### config.mk
export PLATFORM = sky130hd
export DESIGN_NAME = vga_timing_gen
export DESIGN_NICKNAME = d
export VERILOG_FILES = /design/src/rtl/vga_pkg.sv /design/src/rtl/vga_delay_line.sv /design/src/rtl/vga_timing_gen.sv
export SDC_FILE = /design/constraint.sdc
export NUM_CORES = 1
export LEC_CHECK = 0
export CORE_ASPECT_RATIO = 0.7
export CORE_UTILIZATION = 57
export DETAILED_ROUTE_END_ITERATION = 8
export PLACE_DENSITY = 0.85
export SLEW_MARGIN = 25
export SYNTH_ARGS = -nofsm -noshare
export SYNTH_HDL_FRONTEND = slang
export SYNTH_SLANG_ARGS = --single-unit
### constraint.sdc
create_clock -name vga_clk -period 9.2 [get_ports vga_clk]
set_clock_uncertainty 0.2 [all_clocks]
set_input_delay 1.38 -clock vga_clk [delete_from_list [all_inputs] [get_ports vga_clk]]
set_output_delay 1.38 -clock vga_clk [all_outputs]
set_load 0.01 [all_outputs]
### src/rtl/vga_pkg.sv
// Shared VGA timing constants, FSM state types and counter helper.
// Latency: n/a (package).
// Backpressure: n/a; the raster is free-running.
package vga_pkg;

    localparam int CNT_W = 10;

    localparam int H_ACTIVE_DEF   = 640;
    localparam int H_FP_DEF       = 16;
    localparam int H_SYNC_DEF     = 96;
    localparam int H_BP_DEF       = 48;
    localparam int V_ACTIVE_DEF   = 480;
    localparam int V_FP_DEF       = 10;
    localparam int V_SYNC_DEF     = 2;
    localparam int V_BP_DEF       = 33;
    localparam int PIPE_DELAY_DEF = 1;

    localparam int H_TOTAL_DEF = H_ACTIVE_DEF + H_FP_DEF + H_SYNC_DEF + H_BP_DEF;
    localparam int V_TOTAL_DEF = V_ACTIVE_DEF + V_FP_DEF + V_SYNC_DEF + V_BP_DEF;

    // Idle value of the {blank, hs_n, vs_n} bundle: not visible, syncs deasserted.
    localparam logic [2:0] SYNC_IDLE = 3'b011;

    typedef enum logic [1:0] {
        H_ST_ACT,
        H_ST_FP,
        H_ST_SYNC,
        H_ST_BP
    } h_state_t;

    typedef enum logic [1:0] {
        V_ST_ACT,
        V_ST_FP,
        V_ST_SYNC,
        V_ST_BP
    } v_state_t;

    // Wrap is an explicit compare-and-clear so non power-of-two totals work.
    function automatic logic [CNT_W-1:0] cnt_next(input logic [CNT_W-1:0] cnt,
                                                  input logic [CNT_W-1:0] last);
        return (cnt == last) ? '0 : cnt + 1'b1;
    endfunction

endpackage

### src/rtl/vga_delay_line.sv
// Fixed-depth register delay line with a programmable reset value.
// Latency: DEPTH cycles (DEPTH = 0 is a straight wire).
// Backpressure: none; shifts every cycle.
module vga_delay_line #(
    parameter int               WIDTH   = 3,
    parameter int               DEPTH   = 1,
    parameter logic [WIDTH-1:0] RST_VAL = '0
) (
    input  logic             vga_clk,
    input  logic             reset_n,
    input  logic [WIDTH-1:0] din,
    output logic [WIDTH-1:0] dout
);

    generate
        if (DEPTH == 0) begin : g_bypass
            logic unused_clk_rst;
            assign unused_clk_rst = vga_clk ^ reset_n;
            assign dout = din;
        end else begin : g_pipe
            logic [WIDTH-1:0] stage [DEPTH];

            always_ff @(posedge vga_clk or negedge reset_n) begin
                if (!reset_n) begin
                    for (int i = 0; i < DEPTH; i++) begin
                        stage[i] <= RST_VAL;
                    end
                end else begin
                    stage[0] <= din;
                    for (int i = 1; i < DEPTH; i++) begin
                        stage[i] <= stage[i-1];
                    end
                end
            end

            assign dout = stage[DEPTH-1];
        end
    endgenerate

endmodule

### src/rtl/vga_timing_gen.sv
// VGA raster timing: pixel/line counters, H/V phase FSMs, syncs, blank and delayed copies.
// Latency: all outputs registered; *_d outputs lag their sources by PIPE_DELAY cycles.
// Backpressure: none; free-running on vga_clk.
module vga_timing_gen
    import vga_pkg::*;
#(
    parameter int H_ACTIVE   = H_ACTIVE_DEF,
    parameter int H_FP       = H_FP_DEF,
    parameter int H_SYNC     = H_SYNC_DEF,
    parameter int H_BP       = H_BP_DEF,
    parameter int V_ACTIVE   = V_ACTIVE_DEF,
    parameter int V_FP       = V_FP_DEF,
    parameter int V_SYNC     = V_SYNC_DEF,
    parameter int V_BP       = V_BP_DEF,
    parameter int PIPE_DELAY = PIPE_DELAY_DEF
) (
    input  logic             vga_clk,
    input  logic             reset_n,
    output logic [CNT_W-1:0] DrawX,
    output logic [CNT_W-1:0] DrawY,
    output logic             blank,
    output logic             hs_n,
    output logic             vs_n,
    output logic             line_start,
    output logic             frame_start,
    output logic             blank_d,
    output logic             hs_n_d,
    output logic             vs_n_d
);

    localparam int H_TOTAL = H_ACTIVE + H_FP + H_SYNC + H_BP;
    localparam int V_TOTAL = V_ACTIVE + V_FP + V_SYNC + V_BP;

    localparam logic [CNT_W-1:0] H_LAST     = CNT_W'(H_TOTAL - 1);
    localparam logic [CNT_W-1:0] H_FP_X     = CNT_W'(H_ACTIVE);
    localparam logic [CNT_W-1:0] H_SYNC_X   = CNT_W'(H_ACTIVE + H_FP);
    localparam logic [CNT_W-1:0] H_BP_X     = CNT_W'(H_ACTIVE + H_FP + H_SYNC);
    localparam logic [CNT_W-1:0] V_LAST     = CNT_W'(V_TOTAL - 1);
    localparam logic [CNT_W-1:0] V_FP_Y     = CNT_W'(V_ACTIVE);
    localparam logic [CNT_W-1:0] V_SYNC_Y   = CNT_W'(V_ACTIVE + V_FP);
    localparam logic [CNT_W-1:0] V_BP_Y     = CNT_W'(V_ACTIVE + V_FP + V_SYNC);

    h_state_t         h_state, h_nxt;
    v_state_t         v_state, v_nxt;
    logic             x_wrap;
    logic [CNT_W-1:0] x_nxt, y_nxt;
    logic [2:0]       dly_out;

    // Next-cycle position and phase; outputs are decoded from these so they
    // leave the flops aligned with DrawX/DrawY.
    always_comb begin
        x_wrap = (DrawX == H_LAST);
        x_nxt  = cnt_next(DrawX, H_LAST);
        y_nxt  = x_wrap ? cnt_next(DrawY, V_LAST) : DrawY;

        h_nxt = h_state;
        if (x_nxt == '0) begin
            h_nxt = H_ST_ACT;
        end else if (x_nxt == H_FP_X) begin
            h_nxt = H_ST_FP;
        end else if (x_nxt == H_SYNC_X) begin
            h_nxt = H_ST_SYNC;
        end else if (x_nxt == H_BP_X) begin
            h_nxt = H_ST_BP;
        end

        v_nxt = v_state;
        if (x_wrap) begin
            if (y_nxt == '0) begin
                v_nxt = V_ST_ACT;
            end else if (y_nxt == V_FP_Y) begin
                v_nxt = V_ST_FP;
            end else if (y_nxt == V_SYNC_Y) begin
                v_nxt = V_ST_SYNC;
            end else if (y_nxt == V_BP_Y) begin
                v_nxt = V_ST_BP;
            end
        end
    end

    // Reset parks the raster on the last pixel of the frame so the first
    // clock after release lands on (0,0).
    always_ff @(posedge vga_clk or negedge reset_n) begin
        if (!reset_n) begin
            DrawX       <= H_LAST;
            DrawY       <= V_LAST;
            h_state     <= H_ST_BP;
            v_state     <= V_ST_BP;
            blank       <= 1'b0;
            hs_n        <= 1'b1;
            vs_n        <= 1'b1;
            line_start  <= 1'b0;
            frame_start <= 1'b0;
        end else begin
            DrawX       <= x_nxt;
            DrawY       <= y_nxt;
            h_state     <= h_nxt;
            v_state     <= v_nxt;
            blank       <= (h_nxt == H_ST_ACT) && (v_nxt == V_ST_ACT);
            hs_n        <= (h_nxt != H_ST_SYNC);
            vs_n        <= (v_nxt != V_ST_SYNC);
            line_start  <= (x_nxt == '0);
            frame_start <= (x_nxt == '0) && (y_nxt == '0);
        end
    end

    vga_delay_line #(
        .WIDTH   (3),
        .DEPTH   (PIPE_DELAY),
        .RST_VAL (SYNC_IDLE)
    ) u_delay (
        .vga_clk (vga_clk),
        .reset_n (reset_n),
        .din     ({blank, hs_n, vs_n}),
        .dout    (dly_out)
    );

    assign {blank_d, hs_n_d, vs_n_d} = dly_out;

endmodule

## Word-level counts from Yosys, hierarchy flattened

Index checks and enable logic that the tools add are counted.

| storage, ports and cells | value |
|---|---|
| input bits | 2 |
| output and inout bits | 28 |
| register bits | 32 |

| operators by class | value |
|---|---|
| mux-type cells | 12 |
| add/subtract/negate cells | 2 |
| equality and inequality tests | 10 |
| reductions and logical operators | 6 |

Operator list:

| cell | count |
|---|---|
| $eq 10x10->1 const B | 5 |
| $eq 10x9->1 const B | 3 |
| $mux 10 | 3 |
| $add 10x1->10 const B | 2 |
| $logic_not 10->1 | 2 |
| $mux 2 | 9 |
| $logic_not 2->1 | 2 |
| $ne 2x2->1 const B | 2 |
| $logic_and 1x1->1 | 2 |

## Logic depth before layout (Yosys ltp)

| depth | value |
|---|---|
| depth in word-level cells | 11 |
| gate-level depth with buffers | 10 |
| gate-level depth less buffers | 10 |

## By module

Synthesis repeated with hierarchy kept, for this count alone.

| second synthesis, totals | value |
|---|---|
| cells, all modules | 184 |
| area, all modules | 1,811.7 um^2 |

Modules (own cells, without submodules):

| module | area each (um^2) | cells each | instances | seq. area each (um^2) |
|---|---|---|---|---|
| vga_timing_gen | 1,734.2 | 181 | 1 | 745.7 |
| vga_delay_line | 77.6 | 3 | 1 | 77.6 |

## Worst setup path after synthesis

Ideal clock, no wire load.

| timing path | value |
|---|---|
| path type | register to register |
| start point | register DrawX[0] |
| end point | register blank |
| path slack | 5.783 ns |
| arrival time | 3.106 ns |
| setup time | 0.111 ns |
| stages on the path, launching flop included | 9 |
| clock period less this slack | 3.417 ns |
| data required time | 8.889 ns |
| cells stage by stage | dfstp_2 -> ha_1 -> nand4_1 -> nor4_1 -> or4b_1 -> xnor2_1 -> or4_1 -> a21o_1 -> a2111oi_2 |

| on the way | value |
|---|---|
| longest elaborated chain between the ends | 10 |
| elaborated cells on any way between the ends | 24 |
| those cells by class | add/sub: 1; eq/ne: 7; mux: 11; reduce/logical: 5 |

Ends and longest elaborated chain:

| element | line | source |
|---|---|---|
| from (decl) | vga_timing_gen.sv:19 | `output logic [CNT_W-1:0] DrawX,` |
| from (signal assigned) | vga_timing_gen.sv:95 | `DrawX <= x_nxt;` |
| $eq 10x10->1 (*) | vga_timing_gen.sv:52 | `x_wrap = (DrawX == H_LAST);` |
| $mux 10 (*) | vga_timing_gen.sv:54 | `y_nxt = x_wrap ? cnt_next(DrawY, V_LAST) : DrawY;` |
| named net y_nxt[8] | vga_timing_gen.sv:46 | `logic [CNT_W-1:0] x_nxt, y_nxt;` |
| $eq 10x9->1 | vga_timing_gen.sv:75 | `end else if (y_nxt == V_BP_Y) begin` |
| $mux 2 | vga_timing_gen.sv:75 |  |
| $mux 2 | vga_timing_gen.sv:73 | `end else if (y_nxt == V_SYNC_Y) begin` |
| $mux 2 | vga_timing_gen.sv:71 | `end else if (y_nxt == V_FP_Y) begin` |
| $mux 2 (*) | vga_timing_gen.sv:69 | `if (y_nxt == '0) begin` |
| $mux 2 (*) | vga_timing_gen.sv:68 | `if (x_wrap) begin` |
| $logic_not 2->1 (*) | vga_timing_gen.sv:99 | `blank <= (h_nxt == H_ST_ACT) && (v_nxt == V_ST_ACT);` |
| $logic_and 1x1->1 (*) | vga_timing_gen.sv:99 |  |
| to (signal assigned) | vga_timing_gen.sv:99 |  |
| to (decl) | vga_timing_gen.sv:21 | `output logic blank,` |

Mark *: on every way through the listed nets, which the timed path passes. The rest lies on a longest branch.

## Worst setup path in the final report

Same ends and word-level chain as after synthesis.

==> impl_results.md <==
- Starting Density: 0.6335
- Seq/Total Area, Yosys: 0.4416
- Antenna Nets Post-Route: 0
- Number of global-route vias before repair: 1570
- GRT Total Usage: 0.2839
- Finish-stage setup viols: 0
- Post-synth top flop: dfstp_2
- Initial antenna violation count: 0
- Met3 wire length: 434 um
- First-pass DRT Iterations: 5
- CTS max path bufs: 2
- Clock Tree Root: clkbuf_8
- Cells after synthesis: 191
- Clk pwr share: 0.506
- Synthesized Nets: 197
- RSZ-0062 raised after global routing: no
- Reg2reg end: blank
- Row Count: 16
- Via density per instance: 6.448
- Number of top-level pins: 30
- LEAKAGE: 0.0008944 uW
- Vert. Die Dim: 49.85 um
- Pins Over Slew Limit: 0
- WHS Path Cells: 0
- Die area: 3507 um^2
- Worst-path maximum fanout: 8
- CTS Buf Count: 5
- Hold Path End: u_delay.dout[1]
- Critical Path End Type: register
- H-tree depth: 2
- Internal: 237.3 uW
- Synth warnings: 0
- Register bit total from synthesis: 32
- Die width: 70.36 um
- PnR worst setup slack: 5.320 ns
- Met1 WL: 2.075 mm
- Core ar.: 2943 um^2
- Reg2reg start: DrawX[0]
- Final hold vios: 0
- First-pass GRT wire length: 7.569 mm
- CP arrival: 3.86 ns
- Synth Cell Area: 1864 um^2
- Postcts setup bufs: 0
- TritonCTS clock tree: done
- Residual DRC count: 0
- Max-Cap Viols: 0
- Achievable frequency: 0.2577 GHz
- Sw frac: 0.1881
- CTS resizes: 0
- Hold Path Origin: hs_n
- Pwr dens: 126.7 nW/um^2
- Routed len/inst: 16.98 um
- Critical path type: register to register
- EDFF count, synth: 0
- Highest routing layer actually used: met4
- GPL Wtd Cong: 0.9153
- Dpl hpwl: 3.151 mm
- Inserted Diodes: 0
- Most frequent cells in the layout: clkdlybuf4s50_1, dfstp_2, dfrtp_1, inv_1
- Min cycle time layout: 3.880 ns
- Crit path from: DrawX[0]
- Synth Area per Inst: 9.761 um^2
- Largest net degree at the start of global routing: 33
- Worst EP required: 9.18 ns
- Async S/R FF share, synth: 1.000
- Actual slew at the worst max-slew pin: 0.8547 ns
- Worst Hold Class: register to register
- Yosys top cell area share: 0.2537
- Outcome: completed
- Initial DRC count: 260
- Routed wire length: 4.432 mm
- Setup TNS: 0 ns
- R2r setup slk: 5.32 ns
- Logic pwr share: 0.011
- Max_slew headroom: 0.4261
- Via Count: 1683
- Share of layout cells above drive strength 1: 0.1600
- Most common cell after layout, fill and taps aside: clkdlybuf4s50_1
- Clk sink count: 32
- Area growth, synth to finish: 23.76%
- Total grt overflow: 0
- Wire length on met2: 1.843 mm
- Crit path launch type: register
- Clk_lat worst skew: 0.29 ns
- Hold-fix buffers at CTS: 0
- Share of power burned in registers: 0.483
- Fin crit share: 0.4217
- Netlist cell types: 56
- Peak supply drop: 95.28 uV
- Top cells by area, synth: dfstp_2, dfrtp_1, xnor2_1
- Port Buffers: 29
- CTS clk-pin slew, worst paths: 0.07 ns
- Pre-CTS setup slack: 5.017 ns
- Yosys top cell by area: dfstp_2
- Worst R2R Path Depth: 8
- Net switching power: 54.98 uW
- Final nets: 230
-- sequential cells by signal (all words and copies together), names as in the netlist --
signal and flops:
DrawX 10, DrawY 10, blank 1, frame_start 1, h_state 2, hs_n 1
line_start 1, u_delay.dout 3, v_state 2, vs_n 1
-- worst max path at each step --
stage	cells past startpoint	slack, ns	to
final	8	5.32	blank
after global routing	8	5.07	blank
after CTS	8	4.98	blank
after detailed placement	8	5.02	blank
after global placement	8	5.35	blank
after floorplan	8	5.78	blank
-- power by group through the flow --
| stage | registers [uW] | clock network [uW] | logic (uW) |
|---|---|---|---|
| CTS | 141 | 149 | 3.40 |
| floorplan | 143 | 0 | 0.000368 |
| global placement | 143 | 0 | 3.35 |
| finish | 141 | 148 | 3.15 |
| global route | 141 | 156 | 3.98 |
| detailed placement | 143 | 0 | 3.42 |
-- layer usage --
metal  GRT usage  vias to the layer above
li1            -                      784
met4     0.09667                        0
met2      0.4127                       84
met1      0.4146                      800
met5           0                        -
met3     0.06748                       15
-- through the flow --
stage	util	power, uW	cell area [um^2]	std cells	hold WS [ns]
3_5_place_dp	0.7394	146.8	2176	253	0.1595
4_1_cts	0.7823	293.9	2302	261	0.1681
5_1_grt	0.7840	300.6	2307	261	0.1733
3_3_place_gp	0.7394	146.8	2176	253	0.1570
6_report	0.7840	292.2	2307	261	0.1681
2_1_floorplan	-	143.4	1864	191	0.1772
-- area by class of cell --
class                   count  area, um^2
fillers                   187       635.6
clock buffers               7       96.34
clock inverters             1       30.03
multi-input cells         142       965.9
flip-flops and latches     32       823.3
well taps                  36       45.04
repair buffers             30       297.8
inverters                  13       48.80
-- kinds of logic after synthesis --
group	count (synthesis)	synth area share
fa+ha+maj	4	0.02685
simple gates	80	0.2604
mux	1	0.005369
buf+inv	17	0.04295
compound gates	45	0.1664
flops	32	0.4416
xor+xnor	12	0.05638
-- critical path, cell delays in order, from the launching register on --
cell and delay [ns]:
dfstp_2 0.59, ha_1 0.24, nand4_1 0.33, nor4_1 0.60, or4b_1 0.51, xnor2_1 0.17
or4_1 0.61, a21o_1 0.20, a2111oi_2 0.33
-- Yosys cell counts, drive strengths merged, types with 6 or more instances --
library cell,n
dfstp,18
dfrtp,14
inv,13
o21ai,12
nand2,11
nand3,11
nor2,11
xnor2,9
a21oi,8
nor4,6
(Power assumes the default switching activity.)
